### src/rtl/spi_line_fetch.sv
// Line prefetcher: reads each scanline's 1bpp bitmap from an SPI ROM (READ 0x03, mode 0)
// one line ahead into a double buffer and serialises the front buffer as a registered pixel.
module spi_line_fetch #(
  parameter int          LINE_BYTES = 20,
  parameter int          PIX_SHIFT  = 2,
  parameter logic [23:0] BASE_ADDR  = 24'h000000,
  parameter int          H_VIEW     = 640,
  parameter int          V_VIEW     = 480,
  parameter int          V_MAX      = 524
) (
  input  logic       clk,
  input  logic       reset,
  input  logic [9:0] hpos,
  input  logic [9:0] vpos,
  input  logic       hmax,
  input  logic       vmax,
  input  logic       visible,
  output logic       spi_cs_n,
  output logic       spi_sclk,
  output logic       spi_mosi,
  input  logic       spi_miso,
  output logic       pixel,
  output logic       busy,
  output logic       overrun
);

  localparam int          N        = LINE_BYTES * 8;
  localparam int          CW       = (N > 1) ? $clog2(N) : 1;
  localparam logic [10:0] LINES    = 11'(V_MAX + 1);
  localparam logic [10:0] V_MAX_L  = 11'(V_MAX);
  localparam logic [10:0] V_VIEW_L = 11'(V_VIEW);
  localparam logic [7:0]  CMD_READ = 8'h03;

  localparam logic [1:0] S_IDLE = 2'd0;
  localparam logic [1:0] S_CMD  = 2'd1;
  localparam logic [1:0] S_ADDR = 2'd2;
  localparam logic [1:0] S_DATA = 2'd3;

  logic [1:0]   r_state;
  logic         r_phase;
  logic [15:0]  r_cnt;
  logic [31:0]  r_tx;
  logic [23:0]  r_addr;
  logic         r_wsel;
  logic [1:0]   r_valid;
  logic         r_cs_n;
  logic         r_sclk;
  logic         r_mosi;
  logic         r_pixel;
  logic         r_overrun;
  logic         r_pend;
  logic         r_pend_lsb;
  logic         r_pend_zero;
  // Bit 0 holds the first ROM bit (leftmost pixel); bytes shift in from the top.
  logic [N-1:0] r_buf [0:1];

  logic [10:0]   w_tgt;
  logic          w_tgt_ok;
  logic          w_abort;
  logic          w_start;
  logic          w_st_lsb;
  logic          w_st_zero;
  logic [23:0]   w_next_addr;
  logic          w_last_bit;
  logic [9:0]    w_col;
  logic [CW-1:0] w_bidx;
  logic          w_in_view;
  logic          w_shift_en;

  // Target line two ahead of the current one, wrapping at the frame end.
  always_comb begin
    w_tgt = {1'b0, vpos} + 11'd2;
    if (vmax) begin
      w_tgt = 11'd1;
    end else if (w_tgt > V_MAX_L) begin
      w_tgt = w_tgt - LINES;
    end else begin
      w_tgt = w_tgt;
    end
  end

  assign w_tgt_ok    = (w_tgt < V_VIEW_L);
  assign w_abort     = hmax && (r_state != S_IDLE);
  assign w_start     = (r_state == S_IDLE) && ((hmax && w_tgt_ok) || r_pend);
  assign w_st_lsb    = (hmax && w_tgt_ok) ? w_tgt[0] : r_pend_lsb;
  assign w_st_zero   = (hmax && w_tgt_ok) ? (w_tgt == 11'd0) : r_pend_zero;
  assign w_next_addr = w_st_zero ? BASE_ADDR : (r_addr + 24'(LINE_BYTES));
  assign w_shift_en  = !reset && !w_abort && !w_start && (r_state == S_DATA) && !r_phase;

  // Last bit of the current FSM segment.
  always_comb begin
    case (r_state)
      S_CMD:   w_last_bit = (r_cnt == 16'd7);
      S_ADDR:  w_last_bit = (r_cnt == 16'd23);
      S_DATA:  w_last_bit = (r_cnt == 16'(N - 1));
      default: w_last_bit = 1'b0;
    endcase
  end

  // SPI sequencer: each bit is a low-sclk cycle with MOSI set up, then a high-sclk cycle.
  always_ff @(posedge clk) begin
    if (reset) begin
      r_state     <= S_IDLE;
      r_phase     <= 1'b0;
      r_cnt       <= 16'd0;
      r_tx        <= 32'd0;
      r_addr      <= BASE_ADDR;
      r_wsel      <= 1'b0;
      r_valid     <= 2'b00;
      r_cs_n      <= 1'b1;
      r_sclk      <= 1'b0;
      r_mosi      <= 1'b0;
      r_overrun   <= 1'b0;
      r_pend      <= 1'b0;
      r_pend_lsb  <= 1'b0;
      r_pend_zero <= 1'b0;
    end else if (w_abort) begin
      // Abort now; the pending target starts next cycle, leaving cs_n high for one cycle.
      r_state     <= S_IDLE;
      r_phase     <= 1'b0;
      r_cs_n      <= 1'b1;
      r_sclk      <= 1'b0;
      r_mosi      <= 1'b0;
      r_overrun   <= 1'b1;
      r_pend      <= w_tgt_ok;
      r_pend_lsb  <= w_tgt[0];
      r_pend_zero <= (w_tgt == 11'd0);
    end else if (w_start) begin
      r_state          <= S_CMD;
      r_phase          <= 1'b0;
      r_cnt            <= 16'd0;
      r_tx             <= {CMD_READ, w_next_addr};
      r_mosi           <= CMD_READ[7];
      r_cs_n           <= 1'b0;
      r_sclk           <= 1'b0;
      r_addr           <= w_next_addr;
      r_wsel           <= w_st_lsb;
      r_valid[w_st_lsb] <= 1'b0;
      r_pend           <= 1'b0;
    end else if (r_state != S_IDLE) begin
      if (!r_phase) begin
        r_phase <= 1'b1;
        r_sclk  <= 1'b1;
      end else begin
        r_phase <= 1'b0;
        r_sclk  <= 1'b0;
        r_tx    <= {r_tx[30:0], 1'b0};
        r_mosi  <= r_tx[30];
        r_cnt   <= r_cnt + 16'd1;
        if (w_last_bit) begin
          r_cnt <= 16'd0;
          case (r_state)
            S_CMD:  r_state <= S_ADDR;
            S_ADDR: r_state <= S_DATA;
            S_DATA: begin
              r_state         <= S_IDLE;
              r_cs_n          <= 1'b1;
              r_mosi          <= 1'b0;
              r_valid[r_wsel] <= 1'b1;
            end
            default: r_state <= S_IDLE;
          endcase
        end
      end
    end
  end

  // MISO is captured on the edge where sclk rises.
  always_ff @(posedge clk) begin
    if (w_shift_en) begin
      r_buf[r_wsel] <= {spi_miso, r_buf[r_wsel][N-1:1]};
    end
  end

  assign w_col     = hpos >> PIX_SHIFT;
  assign w_bidx    = w_col[CW-1:0];
  assign w_in_view = ({1'b0, hpos} < 11'(H_VIEW)) && (w_col < 10'(N));

  // Registered pixel from the buffer selected by the displayed line's parity.
  always_ff @(posedge clk) begin
    if (reset) begin
      r_pixel <= 1'b0;
    end else begin
      r_pixel <= visible && w_in_view && r_valid[vpos[0]] && r_buf[vpos[0]][w_bidx];
    end
  end

  assign spi_cs_n = r_cs_n;
  assign spi_sclk = r_sclk;
  assign spi_mosi = r_mosi;
  assign pixel    = r_pixel;
  assign busy     = ~r_cs_n;
  assign overrun  = r_overrun;

endmodule
### config.mk
export PLATFORM = sky130hd
export DESIGN_NAME = spi_line_fetch
export DESIGN_NICKNAME = d
export VERILOG_FILES = /design/src/rtl/spi_line_fetch.sv
export SDC_FILE = /design/constraint.sdc
export NUM_CORES = 1
export LEC_CHECK = 0
export ABC_AREA = 1
export CORE_AREA = 2 2 211 213
export CTS_CLUSTER_SIZE = 8
export DETAILED_ROUTE_END_ITERATION = 8
export DIE_AREA = 0 0 213 215
export PLACE_DENSITY = 0.63
export SETUP_SLACK_MARGIN = 0.1
export SLEW_MARGIN = 20
export SYNTH_ARGS = -nofsm -noshare
export SYNTH_HDL_FRONTEND = slang
export SYNTH_SLANG_ARGS = --single-unit
### constraint.sdc
create_clock -name clk -period 11.5 [get_ports clk]
set_clock_uncertainty 0.2 [all_clocks]
set_input_delay 1.15 -clock clk [delete_from_list [all_inputs] [get_ports clk]]
set_output_delay 1.15 -clock clk [all_outputs]
set_load 0.02 [all_outputs]
==> results of run 1 <==
## cells in the mapped netlist
cell / instances / area [um^2]
nor2_4: 1 / 11.26
nand4_1: 18 / 112.6
nand2_1: 289 / 1085
or2_1: 1 / 6.260
clkbuf_1: 101 / 379.1
a21oi_1: 211 / 1056
xor2_1: 26 / 227.7
inv_1: 200 / 750.7
a31oi_1: 1 / 6.260
dfxtp_1: 85 / 1702
o211ai_1: 36 / 270.3
buf_1: 10 / 37.54
or4_1: 1 / 7.510
nand3_1: 136 / 680.7
o21ai_1: 9 / 45.04
xnor2_1: 8 / 70.07
nor4_1: 7 / 43.79
o31ai_1: 4 / 30.03
edfxtp_1: 320 / 9609
nand3b_1: 25 / 187.7
nand2_4: 2 / 22.52
buf_4: 1 / 7.510
nand2_2: 10 / 62.56
o21bai_1: 1 / 7.510
nor3_1: 13 / 65.06
buf_2: 9 / 45.04
clkinv_1: 4 / 15.01
o311ai_0: 7 / 61.31
nor3_2: 3 / 30.03
nor2_1: 114 / 427.9
o21ai_0: 323 / 1617
a211oi_2: 1 / 12.51
mux2_2: 40 / 450.4
ha_1: 9 / 112.6
buf_6: 7 / 78.83
nor2_2: 3 / 18.77
inv_4: 1 / 6.260
## metal layers
metal	vias up	wire, um
met5	-	0
met4	0	982
met3	77	1922
met2	302	20370
met1	6890	19370
li1	7042	-
## flip-flops by register name, indices dropped and copies added (netlist names), 2 cells and up, named ones only
signal   flops
r_addr      24
r_cnt       16
r_buf      320
r_tx        31
r_state      2
r_valid      2
## logic make-up (layout without fill, tap and decap cells)
family	Yosys count	after routing
AND/OR/NAND/NOR	623	623
adder cells (fa/ha/maj)	9	9
buffers and inverters	333	325
XOR/XNOR	34	34
multiplexers	40	40
flip-flops	405	405
AO/OA/AOI/OAI	593	593
## layout make-up
class	count	area, um^2	share of cell area
inverter	205	774.5	0.03593
sequential	405	11310	0.5249
clock buffer	71	1468	0.06809
multi-input combinational	1299	6743	0.3128
timing repair buffer	46	446.7	0.02072
clock inverter	3	68.82	0.003192
tap	592	740.7	0.03436
## final timing paths
path	cells past startpoint	slack, ps	to	from
worst min register to register	2	240	r_addr[1]	r_addr[1]
worst max-delay path	17	5240	r_buf[1][69]	vpos[0]
worst max register to register	6	7760	r_buf[1][69]	r_state[1]
worst min-delay path	2	240	r_addr[1]	r_addr[1]
## per-stage QoR
stage / setup slack [ps] / cell area [um^2] / cells / util
2_1_floorplan: 687.4 / 19360 / 2037 / -
3_3_place_gp: 4812 / 20020 / 2547 / 0.4587
3_5_place_dp: 4707 / 20020 / 2547 / 0.4587
4_1_cts: 5346 / 21560 / 2621 / 0.4939
5_1_grt: 4743 / 21560 / 2621 / 0.4939
6_report: 5240 / 21560 / 2621 / 0.4939
## placed cells by master (no fill, tap or decap), types with 4 or more instances in the layout
cell type        instances
buf_4                   14
xnor2_1                  8
clkdlybuf4s50_1         26
edfxtp_1               320
clkbuf_1                14
a21oi_1                211
mux2_2                  40
nor2_1                 112
inv_1                  199
nand3_1                136
nand3b_1                25
o211ai_1                36
o311ai_0                 7
o21ai_0                323
nand2_2                 10
o31ai_1                  4
nand4_1                 18
dfxtp_1                 84
ha_1                     9
nor3_1                  13
clkbuf_16               56
nand2_1                289
nor4_1                   7
xor2_1                  26
o21ai_1                  9
## critical path, stage by stage
cell,delay [ps]
buf_6,290
clkinv_2,700
ha_1,540
inv_1,90
nor2_1,50
nand3_1,320
nand2_2,210
nand2_1,100
nand3_1,90
nor2_1,130
nand2_1,70
nand2_2,110
nand2_2,70
nand2_4,670
nand4_1,510
nor2_4,240
buf_12,540
## power groups by stage
stage,clock network [W],registers (W),logic [W]
floorplan,0,0.00163,0.000199
global placement,0,0.00164,0.000253
detailed placement,0,0.00164,0.000259
CTS,0.00151,0.00161,0.000260
global route,0.00156,0.00161,0.000294
finish,0.00148,0.00161,0.000259
==> impl_results.md, run 1 <==
* Vias/cell at 5.460
* Syn nets at 2072
* Tightest Hold Check Type: flop to flop
* Std cell rows at 77
* Final min period at 6260 ps
* Total wire length at 42650 um
* Clock Latency Late Sink at 610 ps
* First-pass GRT wire length at 70110 um
* Clock share of power at 0.441
* Number of fill cells at 3924
* GR Util met1 at 0.2459
* Nets at 2048
* Worst hold margin at 240.3 ps
* Data arrival, critical path at 6280 ps
* CTS tree: yes
* Die area at 0.04580 mm^2
* # IOs at 32
* Final TNS setup at 0 ps
* Maximum VDD drop at 0.1137 mV
* Synth Area in Adders at 0.005817
* HPWL Detailed at 22940 um
* Switch share at 0.2351
* Switch Pwr at 0.0007868 W
* N_diodes at 0
* Total gr overflow at 0
* Core area at 0.04364 mm^2
* DRC at 0
* Synth Area per Inst at 9.503 um^2
* Library cells used by synthesis at 37
* # hold bufs at CTS at 0
* Vias at 14310
* PwrDens at 155.3 mW/mm^2
* Met3 Use GR at 0.02937
* Fmax at 159.8 MHz
* Number of global-route vias before repair at 13990
* Largest net degree at the start of global routing at 161
* Die X at 213 um
* Gr usage total at 0.1883
* Final Wtd Congestion at 0.8568
* First-pass iteration count of the detailed router at 5
* #FFs+latches synth at 405
* Setup violations, final at 0
* Internal Power at 0.002560 W
* Pleak at 7.583 nW
* Post-route clock period utilization at 0.5443
* Mapped Cells at 2037
* CTS Root Cell: clkbuf_16
* Layout cells sized above 1 at 0.07196
* TritonCTS Sinks at 405
* Max-slew violation count at 0
* Initial core utilization at 0.4436
* Max Cap Viol at 0
* Register area share after synthesis at 0.5843
* Worst slew pin tran at 1135 ps
* Mux cell area share after synthesis at 0.02327
* Max Fanout on Critical Path at 160
* Antenna viol nets, final at 0
* Synth Area in Simple Gates at 0.1426
* CP Capture Type: flop
* Post-synthesis xor/xnor area fraction at 0.01538
* CP startpoint kind: input port
* Post-DR wirelength/cell at 16.27 um
* Post_cts resized at 0
* Total CTS buffers at 56
* Chip height at 215 um
* Global route hottest layer: met2
* Htree depth at 2
* Post-CTS setup buffer count at 0
* Largest family of logic cells by synthesized area: compound AO/OA/AOI/OAI gates
* Req. time, crit path at 11520 ps
* Port bufs at 29
* Initial antenna violation count at 0
* Total power at 0.003347 W
* Ys Warns at 0
* DRT iter0 DRCs at 1072
* RSZ-0062 raised after global routing: false
* Synth Area in Compound Gates at 0.1604
* Sequential Power Share at 0.482
* Synthesized area at 0.01936 mm^2
* Final Hold Fails at 0
* Worst-path clk slew at 50 ps
* Bufs on Longest Clock Path at 3
* Met2 Resource Use GR at 0.3167
* Status: finished, final reports clean
* Crit Path Class: input port to flop
* Logic pwr share at 0.077
* Slew Limit Headroom at 0.2436
* Area growth, synth to finish at 11.35%
Power figures use the tool's default switching activity.
==> run 2: changes to the inputs <==
--- a/config.mk
+++ b/config.mk
@@ -10,7 +10,7 @@
 export CTS_CLUSTER_SIZE = 8
 export DETAILED_ROUTE_END_ITERATION = 8
 export DIE_AREA = 0 0 213 215
-export PLACE_DENSITY = 0.63
+export PLACE_DENSITY = 0.61
 export SETUP_SLACK_MARGIN = 0.1
 export SLEW_MARGIN = 20
 export SYNTH_ARGS = -nofsm -noshare
==> constraint.sdc (replaced) <==
create_clock -name clk -period 6.1 [get_ports clk]
set_clock_uncertainty 0.2 [all_clocks]
set_input_delay 0.61 -clock clk [delete_from_list [all_inputs] [get_ports clk]]
set_output_delay 0.61 -clock clk [all_outputs]
set_load 0.02 [all_outputs]
==> run 2 against run 1 <==
Via count fell by 0.45%. Sequential share of layout area decreased by 0.24 points. Routed wire length rose by 0.15%. Global-route usage about the same. Cell count rose by 0.69%. First-iteration DRC count increased by 9.5%. Clock-buffer cell count up 12. Die area unchanged. Power increased by 89%. Register-to-register slack got worse by 4700 ps. Clock power is 89% higher.
==> impl_results.md, run 2 (synthesis results as in run 1) <==
* Status: finished, final reports clean (unchanged)
* CP startpoint kind: input port (unchanged)
* R2r setup slk at 3040 ps (was 7760 ps)
* Tightest Hold Check Type: flop to flop (unchanged)
* PwrDens at 292.3 mW/mm^2 (was 155.3 mW/mm^2)
* Reg2Reg Depth at 7 (was 6)
* Std cell rows at 77 (unchanged)
* TritonCTS Sinks at 405 (unchanged)
* Switch share at 0.2344 (was 0.2351)
* Vias at 14250 (was 14310)
* Regs by FF count: r_buf: 320 flops, r_tx: 31 flops, r_addr: 24 flops (unchanged)
* Port bufs at 29 (unchanged)
* Die area at 0.04580 mm^2 (unchanged)
* Chip height at 215 um (unchanged)
* CP Capture Type: flop (unchanged)
* Number of flip-flops in the largest register at 320 (unchanged)
* Final Hold Fails at 0 (unchanged)
* Critical Path Stages at 21 (was 17)
* Post-DR wirelength/cell at 16.18 um (was 16.27 um)
* Fmax at 210.3 MHz
* Number of global-route vias before repair at 14070 (was 13990)
* Die X at 213 um (unchanged)
* RSZ-0062 raised after global routing: false (unchanged)
* Commonest non-fill, non-tap cell in the layout: o21ai_0 (unchanged)
* Max Cap Viol at 0 (unchanged)
* Post_cts resized at 0 (unchanged)
* Sequential Power Share at 0.478 (was 0.482)
* DRC at 0 (unchanged)
* Logic pwr share at 0.080 (was 0.077)
* DRT iter0 DRCs at 1174 (was 1072)
* Slew Limit Headroom at 0.2692 (was 0.2436)
* Layout Cells excl Fill at 2639 (was 2621)
* Internal Power at 0.004846 W (was 0.002560 W)
* CP Cell Sequence: clkdlybuf4s50_1, ha_1, nand2_1, clkinv_1, nand2_1, nand2_2, nand2_2, nor3_1, nand3_1, nand2_2, nand2_1, nand2_1, nand2_1, nor2_1, nand2_1, nand2_2, nand2_2, nand2_4, nand4_1, nor2_4, buf_12 (was buf_6, clkinv_2, ha_1, inv_1, nor2_1, nand3_1, nand2_2, nand2_1, nand3_1, nor2_1, nand2_1, nand2_2, nand2_2, nand2_4, nand4_1, nor2_4, buf_12)
* Max Fanout on Critical Path at 93 (was 160)
* Hold Path Stages at 2 (unchanged)
* Final Wtd Congestion at 0.8216 (was 0.8568)
* Max-slew violation count at 0 (unchanged)
* Largest net degree at the start of global routing at 279 (was 161)
* Gr usage total at 0.1883 (about the same)
* Htree depth at 2 (unchanged)
* Layout cells sized above 1 at 0.07377 (was 0.07196)
* Post-route clock period utilization at 0.7797
* Cells after DPL at 2552 (was 2547)
* First-pass iteration count of the detailed router at 5 (unchanged)
* Biggest register: r_buf (unchanged)
* Area growth, synth to finish at 11.86% (was 11.35%)
* Setup violations, final at 0 (unchanged)
* Core area at 0.04364 mm^2 (unchanged)
* N_diodes at 0 (unchanged)
* Data arrival, critical path at 4790 ps (was 6280 ps)
* Crit Path Class: input port to flop (unchanged)
* Clock share of power at 0.442 (was 0.441)
* Total wire length at 42710 um (was 42650 um)
* Maximum VDD drop at 0.2159 mV (was 0.1137 mV)
* HPWL Detailed at 23290 um (was 22940 um)
* Worst slew pin tran at 1093 ps (was 1135 ps)
* Bufs on Longest Clock Path at 3 (unchanged)
* Crit path max-delay cell type: clkdlybuf4s50_1 (was clkinv_2)
* Final min period at 4756 ps
* Total gr overflow at 0 (unchanged)
* Hold_sp: r_addr[1] (unchanged)
* WP buf/inv at 3 (was 4)
* Cell family with most CP delay: simple AND/OR/NAND/NOR gates (unchanged)
* Final TNS setup at 0 ps (unchanged)
* Initial antenna violation count at 0 (unchanged)
* Hold EP: r_addr[1] (unchanged)
* Switch Pwr at 0.001484 W (was 0.0007868 W)
* Nets at 2054 (was 2048)
* Req. time, crit path at 6130 ps (was 11520 ps)
* Largest stage delay, worst path at 630 ps (was 700 ps)
* Initial core utilization at 0.4436 (unchanged)
* Pleak at 7.623 nW (was 7.583 nW)
* CTS Root Cell: clkbuf_16 (unchanged)
* Design area at 0.02165 mm^2 (was 0.02156 mm^2)
* R2R Path Start: r_state[1] (unchanged)
* Post-CTS setup buffer count at 0 (unchanged)
* Vias/cell at 5.398 (was 5.460)
* Total CTS buffers at 56 (unchanged)
* Worst-path clk slew at 50 ps (about the same)
* Antenna viol nets, final at 0 (unchanged)
* Fin util at 0.4962 (was 0.4939)
* CTS tree: yes (unchanged)
* Commonest non-fill, non-tap cells in the layout: o21ai_0, edfxtp_1, nand2_1, a21oi_1, inv_1 (unchanged)
* Worst R2R End: r_buf[0][50] (was r_buf[1][69])
* First-pass GRT wire length at 70300 um (was 70110 um)
* # hold bufs at CTS at 0 (unchanged)
* # IOs at 32 (unchanged)
* Cell Area, Placed at 0.02007 mm^2 (was 0.02002 mm^2)
* Clock Latency Late Sink at 600 ps (was 610 ps)
* Most used cell, CP: nand2_1 (was nand2_2)
==> run 2: changes by cell type in the layout (fill, tap and decap cells not counted), sizes merged <==
| cell | change |
|---|---|
| clkinv | +1 |
| clkbuf | +12 |
| buf | +6 |
| inv | -1 |
==> run 2: area by class of cell <==
type,count,area [um^2]
clock inverter,3,55.05
inverter,205,774.5
timing repair buffer,52,524.3
tap,592,740.7
fill,3965,21990
multi-input combinational,1299,6743
sequential,405,11310
clock buffer,83,1503
==> run 2: routing by layer <==
layer  wire (um)  vias up  GRT usage  part of all wire
li1            -     7070          -                 -
met1       19270     6841     0.2456              0.45
met2       20760      266     0.3205              0.49
met3        1711       69    0.03113             0.040
met4         962        0    0.05618             0.023
met5           0        -          0                 0
==> run 2: power groups by stage <==
stage	combinational, W	clock (W)	sequential (W)
floorplan	0.000375	0	0.00308
global placement	0.000495	0	0.00308
detailed placement	0.000504	0	0.00308
CTS	0.000507	0.00287	0.00303
global route	0.000573	0.00297	0.00303
finish	0.000504	0.00280	0.00303
==> run 2: metrics by stage <==
step	total power [W]	hold WS [ps]	setup slack, ps
final	0.006330	249.6	1344
after global routing	0.006571	266.4	917.8
after CTS	0.006404	251.1	1385
after detailed placement	0.003584	244.3	769.4
after global placement	0.003574	236.8	818.1
after floorplan	0.003451	225.2	-1503
==> run 2: worst max path at each step <==
stage / startpoint / end / slack, ps
floorplan: vpos[0] / r_buf[0][0] / -1500
global route: vpos[1] / r_buf[0][94] / 920
CTS: vpos[1] / r_buf[0][94] / 1390
detailed placement: vpos[1] / r_buf[0][51] / 770
finish: vpos[1] / r_buf[0][50] / 1340
global placement: vpos[1] / r_buf[0][51] / 820
==> run 2: tightest hold or removal path, stage by stage, from the launching register on <==
cell and delay [ps]:
dfxtp_1 300, nand2_1 60, nor2_1 40
